## src/rtl/dds_dac_sequencer.sv

```systemverilog
// dds_dac_sequencer
//   Output-side controller for the DDS board. It debounces the mode button
//   and the filter/FSK switches, and steps the waveform mode index on each
//   button press. It picks one of the eight sample sources and converts
//   signed sources to offset binary. At a fixed sample rate it runs the
//   DAC0832 double-buffered write handshake.
//
// Ports
//   sys_clk, rst            clock (rising edge), async active-high reset
//   btn_mode                raw mode button, press = 1
//   sw_filter, sw_fsk       raw filter-enable and FSK key switches
//   src_sin/saw/squ/tri     unsigned offset-binary samples
//   src_am/fm/fsk           two's-complement samples
//   src_filt                unsigned filtered sine
//   index                   current mode 0..6
//   key                     debounced sw_fsk
//   data                    DAC data bus, held for the whole transaction
//   ILE, CS, WR1, WR2, XFER DAC0832 control (CS/WR1/WR2/XFER active-low)
//   busy                    DAC transaction in progress
//   overrun                 sticky: a sample tick arrived while busy
module dds_dac_sequencer #(
  parameter int unsigned DEB_CYCLES    = 1_000_000,
  parameter int unsigned DAC_PERIOD    = 50,
  parameter int unsigned WR_PULSE      = 4,
  parameter int unsigned BLANK_SAMPLES = 16
) (
  input  logic       sys_clk,
  input  logic       rst,
  input  logic       btn_mode,
  input  logic       sw_filter,
  input  logic       sw_fsk,
  input  logic [7:0] src_sin,
  input  logic [7:0] src_saw,
  input  logic [7:0] src_squ,
  input  logic [7:0] src_tri,
  input  logic [7:0] src_am,
  input  logic [7:0] src_fm,
  input  logic [7:0] src_fsk,
  input  logic [7:0] src_filt,
  output logic [2:0] index,
  output logic       key,
  output logic [7:0] data,
  output logic       ILE,
  output logic       CS,
  output logic       WR1,
  output logic       WR2,
  output logic       XFER,
  output logic       busy,
  output logic       overrun
);

  localparam int unsigned DW = (DEB_CYCLES > 1)    ? $clog2(DEB_CYCLES)      : 1;
  localparam int unsigned TW = (DAC_PERIOD > 1)    ? $clog2(DAC_PERIOD)      : 1;
  localparam int unsigned PW = (WR_PULSE > 1)      ? $clog2(WR_PULSE)        : 1;
  localparam int unsigned BW = (BLANK_SAMPLES > 0) ? $clog2(BLANK_SAMPLES+1) : 1;

  localparam logic [7:0] MIDSCALE = 8'h80;

  typedef enum logic [2:0] {
    S_IDLE,
    S_SETUP,
    S_LATCH,
    S_HOLD,
    S_XFER,
    S_DONE
  } state_t;

  // ---------------------------------------------------------------------
  // Input conditioning: bit 0 = btn_mode, bit 1 = sw_filter, bit 2 = sw_fsk
  // ---------------------------------------------------------------------
  logic [2:0]    sync1, sync2, deb, deb_flip;
  logic [DW-1:0] deb_cnt [3];

  always_comb begin
    deb_flip = '0;
    for (int unsigned i = 0; i < 3; i++) begin
      deb_flip[i] = (sync2[i] != deb[i]) && (deb_cnt[i] == DW'(DEB_CYCLES - 1));
    end
  end

  always_ff @(posedge sys_clk or posedge rst) begin
    if (rst) begin
      sync1 <= '0;
      sync2 <= '0;
      deb   <= '0;
      for (int unsigned i = 0; i < 3; i++) deb_cnt[i] <= '0;
    end else begin
      sync1 <= {sw_fsk, sw_filter, btn_mode};
      sync2 <= sync1;
      for (int unsigned i = 0; i < 3; i++) begin
        if (sync2[i] == deb[i]) begin
          deb_cnt[i] <= '0;
        end else if (deb_flip[i]) begin
          deb[i]     <= sync2[i];
          deb_cnt[i] <= '0;
        end else begin
          deb_cnt[i] <= deb_cnt[i] + DW'(1);
        end
      end
    end
  end

  // Rising edge of the debounced button, taken on the cycle the debouncer
  // flips so no extra edge-detect register is needed.
  logic mode_step;
  assign mode_step = deb_flip[0] & sync2[0];
  assign key       = deb[2];

  // ---------------------------------------------------------------------
  // Sample tick
  // ---------------------------------------------------------------------
  logic [TW-1:0] tick_cnt;
  logic          tick;

  assign tick = (tick_cnt == TW'(DAC_PERIOD - 1));

  always_ff @(posedge sys_clk or posedge rst) begin
    if (rst)       tick_cnt <= '0;
    else if (tick) tick_cnt <= '0;
    else           tick_cnt <= tick_cnt + TW'(1);
  end

  // ---------------------------------------------------------------------
  // Source select
  // ---------------------------------------------------------------------
  logic [BW-1:0] blank_cnt;
  logic [7:0]    sel_sample;

  always_comb begin
    sel_sample = MIDSCALE;
    case (index)
      3'd0:    sel_sample = deb[1] ? src_filt : src_sin;
      3'd1:    sel_sample = src_saw;
      3'd2:    sel_sample = src_squ;
      3'd3:    sel_sample = src_tri;
      3'd4:    sel_sample = src_am  + MIDSCALE;
      3'd5:    sel_sample = src_fm  + MIDSCALE;
      3'd6:    sel_sample = src_fsk + MIDSCALE;
      default: sel_sample = MIDSCALE;
    endcase
    if (blank_cnt != '0) sel_sample = MIDSCALE;
  end

  // ---------------------------------------------------------------------
  // DAC handshake FSM
  // ---------------------------------------------------------------------
  state_t        state, state_nxt;
  logic [PW-1:0] pcnt, pcnt_nxt;
  logic          capture;

  always_ff @(posedge sys_clk or posedge rst) begin
    if (rst) begin
      state <= S_IDLE;
      pcnt  <= '0;
    end else begin
      state <= state_nxt;
      pcnt  <= pcnt_nxt;
    end
  end

  always_comb begin
    state_nxt = state;
    pcnt_nxt  = pcnt;
    capture   = 1'b0;
    case (state)
      S_IDLE: begin
        if (tick) begin
          capture   = 1'b1;
          state_nxt = S_SETUP;
        end
      end
      S_SETUP: begin
        pcnt_nxt  = '0;
        state_nxt = S_LATCH;
      end
      S_LATCH: begin
        if (pcnt == PW'(WR_PULSE - 1)) begin
          pcnt_nxt  = '0;
          state_nxt = S_HOLD;
        end else begin
          pcnt_nxt  = pcnt + PW'(1);
        end
      end
      S_HOLD: begin
        pcnt_nxt  = '0;
        state_nxt = S_XFER;
      end
      S_XFER: begin
        if (pcnt == PW'(WR_PULSE - 1)) begin
          pcnt_nxt  = '0;
          state_nxt = S_DONE;
        end else begin
          pcnt_nxt  = pcnt + PW'(1);
        end
      end
      S_DONE:  state_nxt = S_IDLE;
      default: state_nxt = S_IDLE;
    endcase
  end

  // Strobes decode straight from the state register, so an async reset
  // releases every strobe in the same instant the state returns to IDLE.
  always_comb begin
    ILE  = 1'b1;
    CS   = 1'b1;
    WR1  = 1'b1;
    WR2  = 1'b1;
    XFER = 1'b1;
    busy = (state != S_IDLE);
    case (state)
      S_SETUP: CS = 1'b0;
      S_LATCH: begin
        CS  = 1'b0;
        WR1 = 1'b0;
      end
      S_HOLD:  CS = 1'b0;
      S_XFER: begin
        CS   = 1'b0;
        WR2  = 1'b0;
        XFER = 1'b0;
      end
      default: ;
    endcase
  end

  // ---------------------------------------------------------------------
  // Mode index, blanking, captured data, overrun
  // ---------------------------------------------------------------------
  always_ff @(posedge sys_clk or posedge rst) begin
    if (rst) begin
      index     <= '0;
      blank_cnt <= '0;
      data      <= MIDSCALE;
      overrun   <= 1'b0;
    end else begin
      if (capture) data <= sel_sample;

      // A fresh mode change reloads blanking even if a capture in the same
      // cycle would otherwise consume one blank slot.
      if (mode_step) begin
        index     <= (index == 3'd6) ? 3'd0 : index + 3'd1;
        blank_cnt <= BW'(BLANK_SAMPLES);
      end else if (capture && (blank_cnt != '0)) begin
        blank_cnt <= blank_cnt - BW'(1);
      end

      if (tick && (state != S_IDLE)) overrun <= 1'b1;
    end
  end

endmodule

```

## config.mk

```make
export PLATFORM = sky130hd
export DESIGN_NAME = dds_dac_sequencer
export DESIGN_NICKNAME = d
export VERILOG_FILES = /design/src/rtl/dds_dac_sequencer.sv
export SDC_FILE = /design/constraint.sdc
export NUM_CORES = 1
export LEC_CHECK = 0
export CORE_MARGIN = 2
export CORE_UTILIZATION = 35
export CTS_CLUSTER_DIAMETER = 60
export DETAILED_ROUTE_END_ITERATION = 6
export HOLD_SLACK_MARGIN = 0.15
export SLEW_MARGIN = 20
export SYNTH_ARGS = -nofsm -noshare
export SYNTH_HDL_FRONTEND = slang
export SYNTH_SLANG_ARGS = --single-unit
```

## constraint.sdc

```tcl
create_clock -name sys_clk -period 3.1 [get_ports sys_clk]
set_input_delay 0.62 -clock sys_clk [delete_from_list [all_inputs] [get_ports sys_clk]]
set_output_delay 0.62 -clock sys_clk [all_outputs]
set_load 0.03 [all_outputs]
```

==> results by group <==
Clock network
  • Inserted Clock Buffers: 9
  • Clk_lat worst skew: 340 ps
  • Clock buffer depth: 2
  • CTS Hold Buffers Added: 0
  • Clk root buf: clkbuf_16
  • Post-CTS Setup Inserts: 0
  • CTS tree: done
  • Clock Sinks: 97
  • Reg clk slew, reported paths: 70 ps
  • Post-cts resize count: 0
  • Htree depth: 3

Cells and area
  • # diodes: 0
  • Final Non-Filler Cells: 796
  • Most frequent cells in the layout: dfrtp_1 (96), clkdlybuf4s50_1 (86), nor2_1 (76), nand2_1 (34), xnor2_1 (31)
  • Commonest non-fill, non-tap cell in the layout: dfrtp_1
  • Layout Nets: 684
  • Layout cells sized above 1: 7.35%
  • Area delta synth->final: 26.1%

Drt
  • Initial DRC count: 295
  • Vias per cell: 5.23
  • Total number of vias: 4,160
  • Routed WL per cell: 14.7 um
  • Pre-antenna DRT Iters: 6
  • DRC: 0
  • Post-Route WL: 11,700 um
  • Antenna Nets Post-Route: 0

STA
  • Setup_tns: 0 ps
  • Period utilization: 85.1%
  • Peak Freq: 379 MHz
  • Worst Skew: 5.20 ps
  • Worst slew pin tran: 806 ps
  • Relative slew margins: 46.1%
  • Unrepaired setup endpoints after global routing: no
  • Final hold violations: 0
  • Min Tclk post-route: 2640 ps
  • # setup viols final: 0
  • Fin. max-slew vios: 0

Power and ir drop
  • Internal cell power: 2.05 mW
  • Psw: 0.552 mW
  • Clk pwr share: 43.9%
  • Pwr Density: 402 nW/um2
  • Peak VDD IR: 0.268 mV
  • Seq pwr share: 49.6%
  • Pleak: 2.49 nW
  • Sw frac: 21.2%
  • Comb pwr share: 6.5%

Setup path
  • CP endpoint kind: primary output
  • Top cell by count, worst path: nor2_1
  • Critical path's largest stage delay: 680 ps
  • Arr. time, crit path: 2020 ps
  • Slowest CP cell: clkdlybuf4s50_1
  • Worst path cell trace: nor2_1 > nand2_1 > o21ai_0 > nor2_1 > clkdlybuf4s50_1
  • CP Data Required Time: 2480 ps
  • Crit path max fanout: 9
  • WS Path Type: reg2out
  • Startpoint types: flop

Global routing
  • Largest net degree at the start of global routing: 98
  • Antenna violations before repair: 0
  • Vias in the first global route: 4,192
  • Aggregate global-route resource usage: 15.6%
  • First-pass GRT wire length: 20,300 um
  • GRT overflow: 0

Logic synthesis
  • Yosys top cell area share: 46.8%
  • Top post-synthesis cells by area: dfrtp_1 (47%), nor2_1 (5.6%), xnor2_1 (5.3%)
  • Syn Std Cell Area: 5130 um2
  • YS warnings: 0
  • Synth cell types: 57
  • Avg Inst Size Synth: 9.63 um2
  • Mapped Cells: 533
  • Synthesized Nets: 610
  • Top FF cell, synth: dfrtp_1
  • Post-synth EDFFs: 0
  • Flip-flop and latch count after synthesis: 97
  • Area leader, netlist: dfrtp_1
  • Post-synthesis sequential area ratio: 47.3%
  • Ys async rst share: 100%

Die
  • Row count: 44
  • Die width: 125 um
  • Starting density of the core: 35.6%
  • Core area: 14,400 um2
  • IO Count: 88
  • Die H: 125 um
  • Die ar.: 15,700 um2

Status
  • Status: finished, final reports clean

Placement
  • Placed cell count: 780
  • Number of port buffers: 86
  • RD Place Congestion: 0.835
  • Detailed placer's ending HPWL: 8610 um

Flow run
  • Max-Cap Viols: 0

Worst hold path
  • Hold crit path type: reg2reg
## area by class of cell
class	count	area, um2
repair buffers	90	903
clock inverters	5	61.3
flip-flops and latches	97	2430
inverters	16	63.8
clock buffers	11	253
well taps	184	230
fillers	1367	7950
multi-input cells	393	2530
## state kept, by name (all words and copies together), names as in the netlist
| signal | count |
|---|---|
| deb_cnt | 60 |
| data | 8 |
| tick_cnt | 6 |
| blank_cnt | 5 |
| deb | 3 |
| index | 3 |
| state | 3 |
| sync1 | 3 |
| sync2 | 3 |
| pcnt | 2 |
| overrun | 1 |
## logic make-up after synthesis
kind of cell	share of synthesized area (%)
buf+inv	3.41
compound gates	11.0
other cells	0.0730
simple gates	23.2
fa+ha+maj	1.95
flops	47.3
mux	4.56
xor+xnor	8.53
## Yosys cell counts (2+ instances only)
cell and instances:
o221a_2 3, dfrtp_1 96, a211oi_1 2, buf_2 2
nand3b_1 10, nand4_1 16, and4_1 4, nand3_1 21
clkbuf_1 20, nor4b_1 3, a32o_1 4, or4_1 7
and3_1 3, o31ai_1 6, a22oi_1 6, a21oi_1 22
xnor2_1 31, ha_1 8, mux2i_1 11, nor2b_1 3
o21ai_0 19, buf_1 2, or4b_2 2, mux2_2 11
buf_4 3, inv_1 16, or3_1 10, xor2_1 19
nand2b_1 5, nor4_1 11, and2_1 2, a21o_1 2
nor2_1 76, nor3_1 15, or4b_1 2, nand2_1 34
a2111oi_0 2, a22o_1 3, a32oi_1 3
## power by group through the flow
stage                     registers [mW]  logic [mW]  clock network, mW
final                               1.29       0.169               1.14
after CTS                           1.29       0.173               1.19
after global routing                1.29       0.188               1.26
after floorplan                     1.31      0.0652                  0
after global placement              1.31       0.170                  0
after detailed placement            1.32       0.173                  0
## per-layer routing
layer  track usage, %  part of all wire [%]
met5                0                     0
met4             5.23                   1.4
met3             2.91                   2.6
met2             25.2                    49
met1             21.3                    47
## critical path, delay by kind of cell (launching register included)
family / cells / cell delay [ps]
buf+inv: 1 / 680
flops: 1 / 500
simple gates: 3 / 370
compound gates: 1 / 130
## final timing paths
| kind | startpoint | to | slack, ps | depth (start not counted) |
|---|---|---|---|---|
| min | sync1[1]$_DFF_PP0_ | sync2[1]$_DFF_PP0_ | 350 | 0 |
| max reg2reg | deb_cnt[11]$_DFF_PP0_ | deb_cnt[4]$_DFF_PP0_ | 710 | 4 |
| min reg2reg | sync1[1]$_DFF_PP0_ | sync2[1]$_DFF_PP0_ | 350 | 0 |
| max in group asynchronous | rst | data[7]$_DFFE_PP1P_ | 1940 | 3 |
| min in group asynchronous | rst | deb_cnt[32]$_DFF_PP0_ | 770 | 3 |
| max | state[1]$_DFFE_PP0P_ | CS | 460 | 5 |
## stage by stage
stage               total power [mW]  setup slack, ps  hold slack (ps)  utilization, %  instance area (um2)
floorplan                       1.38              909              331               -                 5140
global placement                1.48              747              336            42.7                 6160
detailed placement              1.49              694              336            42.7                 6160
CTS                             2.65              409              352            44.9                 6470
global route                    2.74              298              357            44.9                 6470
finish                          2.60              461              351            44.9                 6470
Note: power is estimated with default switching activity, not from simulation.
